## src/rtl/exc_ctrl.sv

```systemverilog
// Exception/interrupt request controller: qualifies retiring traps and the
// external interrupt against CP0 Status and sequences CP0's exception inputs.
module exc_ctrl #(
    parameter logic [4:0] CAUSE_INT     = 5'd0,
    parameter logic [4:0] CAUSE_SYSCALL = 5'd8,
    parameter logic [4:0] CAUSE_BREAK   = 5'd9,
    parameter logic [4:0] CAUSE_TEQ     = 5'd13,
    parameter int         SYNC_STAGES   = 2
) (
    input  logic        clk,
    input  logic        rst,
    input  logic        inst_valid,
    input  logic [31:0] cur_pc,
    input  logic        is_syscall,
    input  logic        is_break,
    input  logic        is_teq,
    input  logic        teq_equal,
    input  logic        is_eret,
    input  logic        ext_irq,
    input  logic        irq_clr,
    input  logic [31:0] status,
    output logic        exception,
    output logic [4:0]  cause,
    output logic [31:0] epc,
    output logic        eret,
    output logic        hold_pc,
    output logic        pc_redirect,
    output logic        irq_pending
);

    typedef enum logic [1:0] {IDLE, RAISE, REDIRECT, ERET} state_t;

    state_t state, next;

    logic [SYNC_STAGES-1:0] sync_q;
    logic        sync_prev;
    logic        pend_q;
    logic        int_q;
    logic [4:0]  cause_q;
    logic [31:0] epc_q;

    logic sys_t, brk_t, teq_t, int_t, eret_t, trap;
    logic irq_rise, hold;
    logic [4:0] new_cause;

    assign sys_t  = inst_valid & is_syscall & status[0] & status[1];
    assign brk_t  = inst_valid & is_break & status[0] & status[2];
    assign teq_t  = inst_valid & is_teq & teq_equal & status[0] & status[3];
    assign int_t  = inst_valid & pend_q & status[0] & status[4];
    assign eret_t = inst_valid & is_eret;
    assign trap   = sys_t | brk_t | teq_t | int_t;

    assign irq_rise = sync_q[SYNC_STAGES-1] & ~sync_prev;

    always_comb begin
        next      = state;
        hold      = 1'b0;
        exception = 1'b0;
        eret      = 1'b0;
        pc_redirect = 1'b0;
        new_cause = CAUSE_INT;
        if (sys_t)      new_cause = CAUSE_SYSCALL;
        else if (brk_t) new_cause = CAUSE_BREAK;
        else if (teq_t) new_cause = CAUSE_TEQ;
        unique case (state)
            IDLE: begin
                hold = eret_t | trap;
                if (eret_t)    next = ERET;
                else if (trap) next = RAISE;
            end
            RAISE: begin
                exception = 1'b1;
                hold      = 1'b1;
                next      = REDIRECT;
            end
            REDIRECT: begin
                pc_redirect = 1'b1;
                next        = IDLE;
            end
            ERET: begin
                eret        = 1'b1;
                pc_redirect = 1'b1;
                next        = IDLE;
            end
            default: next = IDLE;
        endcase
    end

    always_ff @(posedge clk) begin
        if (rst) begin
            state     <= IDLE;
            sync_q    <= '0;
            sync_prev <= 1'b0;
            pend_q    <= 1'b0;
            int_q     <= 1'b0;
            cause_q   <= '0;
            epc_q     <= '0;
        end else begin
            state     <= next;
            sync_q    <= {sync_q[SYNC_STAGES-2:0], ext_irq};
            sync_prev <= sync_q[SYNC_STAGES-1];
            // A new rising edge outranks any clear in the same cycle
            if (irq_rise)
                pend_q <= 1'b1;
            else if ((state == IDLE && irq_clr) || (state == RAISE && int_q))
                pend_q <= 1'b0;
            if (state == IDLE && !eret_t && trap) begin
                cause_q <= new_cause;
                epc_q   <= cur_pc;
                int_q   <= ~(sys_t | brk_t | teq_t);
            end
        end
    end

    assign hold_pc     = hold & ~rst;
    assign cause       = cause_q;
    assign epc         = epc_q;
    assign irq_pending = pend_q;

endmodule
```

## config.mk

```make
export PLATFORM = sky130hd
export DESIGN_NAME = exc_ctrl
export DESIGN_NICKNAME = d
export VERILOG_FILES = /design/src/rtl/exc_ctrl.sv
export SDC_FILE = /design/constraint.sdc
export NUM_CORES = 1
export LEC_CHECK = 0
export ABC_CLOCK_PERIOD_IN_PS = 1400
export BUFFER_PORTS_ARGS = -buffer_cell sky130_fd_sc_hd__buf_2
export CAP_MARGIN = 20
export CORE_MARGIN = 2
export CORE_UTILIZATION = 37
export CTS_CLUSTER_SIZE = 25
export DETAILED_ROUTE_END_ITERATION = 6
export PLACE_DENSITY = 0.75
export SYNTH_ARGS = -nofsm -noshare
export SYNTH_HDL_FRONTEND = slang
export SYNTH_SLANG_ARGS = --single-unit
```

## constraint.sdc

```tcl
create_clock -name clk -period 1.4 [get_ports clk]
set_input_delay 0.14 -clock clk [delete_from_list [all_inputs] [get_ports clk]]
set_output_delay 0.14 -clock clk [all_outputs]
set_load 0.01 [all_outputs]
```

==> results.md <==
- The reg-to-reg critical path startpoint is state[0]$_SDFFE_PP0P_.
- The number of global-route vias before repair is 1,590.
- The pin count of the biggest net entering global routing is 30.
- The reported leakage power is 1.07 nW.
- Per report_power, the combinational group accounts for 15.9% of the total.
- The number of DRC violations after detailed routing is 0.
- The worst-case vdd ir drop is 0.482 mV.
- In the final routed layout, each cell accounts on average for 13.5 um.
- The floorplan step defined a die boundary enclosing 5230 um^2.
- The final design area excluding fillers is 2430 um^2.
- The final count of negative-setup-slack endpoints is 7.
- The total core area is 4410 um^2.
- In the layout the commonest cells are 86 x buf_2, 40 x dfxtp_1, 35 x nand3_1, 33 x a21oi_1, 18 x o21ai_1.
- In this run the most critical hold path is launched from ext_irq.
- The number of nets still failing antenna checks after routing is 0.
- The residual overflow from global routing is 0.
- The maximum fanout along the worst path is 19.
- The internal power of the cells totals 1.79 mW.
- The clock root buffer is clkbuf_8.
- The source of the critical timing path is state[0]$_SDFFE_PP0P_.
- Synthesis produced a netlist whose cell count is 201.
- Relative to the synthesized area, the layout overhead comes to 40.7%.
- The count of antenna diodes in the layout is 0.
- The number of CTS-inserted buffers is 5.
- For this run, the leading register cell type out of synthesis is dfxtp_1.
- The final-report max-slew violation count is 0.
- After detailed placement, the total cell area comes to 2210 um^2.
- TritonCTS built the clock tree.
- The power share of the sequential group is 51.5%.
- The share of power burned in the clock network is 32.6%.
- The final weighted congestion of routability-driven global placement is 0.742.
- 116 I/O pins were placed.
- Summing over every cut layer, the via total after detailed routing is 1,789.
- The first detailed-routing pass took 4 iterations.
- Sequential cells were found to cover 48.7% of the synthesized design area.
- The die is 72.3 um wide.
- The endpoint type of the worst setup path is a flip-flop.
- The flow ran to the end, but the final reports show violations.
- At the worst endpoint, the required time is 1.57 ns.
- The analysis attributes to net switching a power of 0.622 mW.
- The worst hold-check path type is primary input to flip-flop.
- The area share of the leading cell type in the synthesized netlist is 48.7%.
- The final-layout setup total negative slack is -0.0584 ns.
- The clock reaches the later pin of the worst-skew pair after 0.28 ns.
- The number of core rows is 24.
- Counting every sink on the clock net gives 42.
- Dividing total power by cell area gives a power density of 992 nW/um^2.
- The detailed router's first-iteration violation count is 57.
- The max-cap check violation count is 0.
- The aggregate global-route resource usage is 17.4%.
- After clock tree synthesis, the clock-pin slew on the worst setup and hold paths is 0.07 ns.
- The number of antenna violations at the first check in global routing is 0.
- The mapped netlist covers 1730 um^2.
- The number of buffers inserted by port buffering is 86.
- Static timing analysis puts the maximum clock frequency at 704 MHz.
- The final worst clock skew is 0.00257 ns.
- In the final layout, the share of cells above drive strength 1 is 47.3%.
- The ratio of final minimum period to clock period is 101%.
- The mean number of vias per cell is 5.20.
- At the worst endpoint, the arrival time is 1.59 ns.
- Summed over all nets, the half-perimeter wirelength after detailed placement is 3180 um.
- The first global-routing pass estimated 7170 um of wire.
- The filler cells instantiated in the layout total 441.
- Yosys attributes the largest share of cell area to dfxtp_1 49%, nand3_1 10%, a21oi_1 10%, o21ai_1 8.1%, buf_6 3.3%.
- The switching power share of the total is 25.8%.
- The fraction of registers with async set or reset after synthesis is 0%.
- The distinct cell type count of the synthesized netlist is 32.
- The most common cell after layout, fill and taps aside is buf_2.
- The startpoint class of the critical path is a flip-flop.
- Setup repair after global routing could not meet its margin everywhere.
- By startpoint and endpoint, the worst setup path is classified as flip-flop to flip-flop.
- A synthesized cell averages 8.59 um^2.
- Synthesis inferred 42 register bits.
- The synthesized design contains 0 enable-type register cells.
- The pre-CTS setup slack is -0.0439 ns.
- The post-detailed-routing wire length is 4650 um.
- The number of levels the H-tree was split into is 2.
- The final worst-path setup slack is -0.0209 ns.
- The height of the die is 72.3 um.
- The count of synthesis-stage warnings from yosys is 0.
- The number of buffers between clock root and the deepest sink is 2.
- The initial core utilization is 39.1%.
- The number of hold-slack violations in the final timing report is 0.
- The cell taking the most area after synthesis is dfxtp_1.
- The net count of the finished layout is 365.
- After layout, the minimum clock period comes to 1.42 ns.
- The final reports fail on negative setup slack.
-- final timing paths --
check	cells after the start	to	slack, ns
worst max-delay path	4	epc[4]$_SDFFE_PP0P_	-0.02
worst min-delay path	2	sync_q[0]$_SDFF_PP0_	0.06
worst max register to register	4	epc[4]$_SDFFE_PP0P_	-0.02
worst min register to register	1	sync_q[1]$_SDFF_PP0_	0.45
-- power by group through the flow --
stage,combinational (mW),sequential [mW],clock [mW]
6_report,0.382,1.24,0.785
5_1_grt,0.419,1.24,0.863
4_1_cts,0.366,1.24,0.818
3_5_place_dp,0.347,1.27,0
3_3_place_gp,0.345,1.27,0
2_1_floorplan,0.183,1.28,0
-- metrics by stage --
step	hold slack, ns	power [mW]	instances	utilization, %
after global routing	0.0867	2.53	344	55.0
after global placement	0.349	1.61	332	50.1
after CTS	0.0463	2.42	343	53.3
after floorplan	0.268	1.46	202	-
after detailed placement	0.354	1.61	332	50.1
final	0.0573	2.41	344	55.0
-- cell families after synthesis --
logic type      share of synthesized area (%)
buf+inv                                  8.69
compound gates                           23.7
simple gates                             18.1
other cells                             0.217
mux                                     0.580
flops                                    48.7
-- layer usage --
| layer | routed length, um | up-vias | GRT usage (%) | part of all wire (%) |
|---|---|---|---|---|
| li1 | - | 899 | - | - |
| met3 | 283 | 2 | 3.06 | 6.1 |
| met5 | 0 | - | 0 | 0 |
| met4 | 17 | 0 | 6.92 | 0.37 |
| met2 | 2310 | 56 | 30.7 | 50 |
| met1 | 2030 | 832 | 20.9 | 44 |
-- cells in the mapped netlist (2+ instances only) --
cell type  number
clkbuf_1        8
buf_2           4
nand3_1        36
o21ai_0         6
buf_6           5
a21oi_1        35
dfxtp_1        42
o21ai_1        28
nand2_1         7
buf_4           2
a211oi_1        2
o21ai_2         2
nor2b_1         3
clkbuf_2        3
-- critical path, stage by stage, from the launching register on --
cell	delay, ns
dfxtp_2	0.32
or4_4	0.57
buf_12	0.19
o21ai_1	0.14
a21oi_1	0.08
-- repair_timing --
| action | CTS | global route |
|---|---|---|
| resized for setup | 10 | 20 |
| buffers inserted | 2 | 1 |
| hold buffers | 0 | 0 |
| endpoints found under the setup margin | 30 | 34 |
| pin swaps | 2 | 3 |
| gates cloned | 1 | 0 |
-- final cells by class --
cell class,count,area [um^2],share of cell area [%]
Timing Repair Buffer,105,617,25.4
Inverter,1,3.75,0.155
Multi-Input combinational cell,136,808,33.3
Sequential cell,42,843,34.7
Tap cell,52,65.1,2.68
Clock inverter,1,5.00,0.206
Clock buffer,7,86.3,3.55
-- flip-flops by register name, indices dropped and copies added (netlist names) --
signal       cells
cause            3
epc             32
int_q            1
irq_pending      1
state            2
sync_prev        1
sync_q           2
Note: power is estimated with default switching activity, not from simulation.
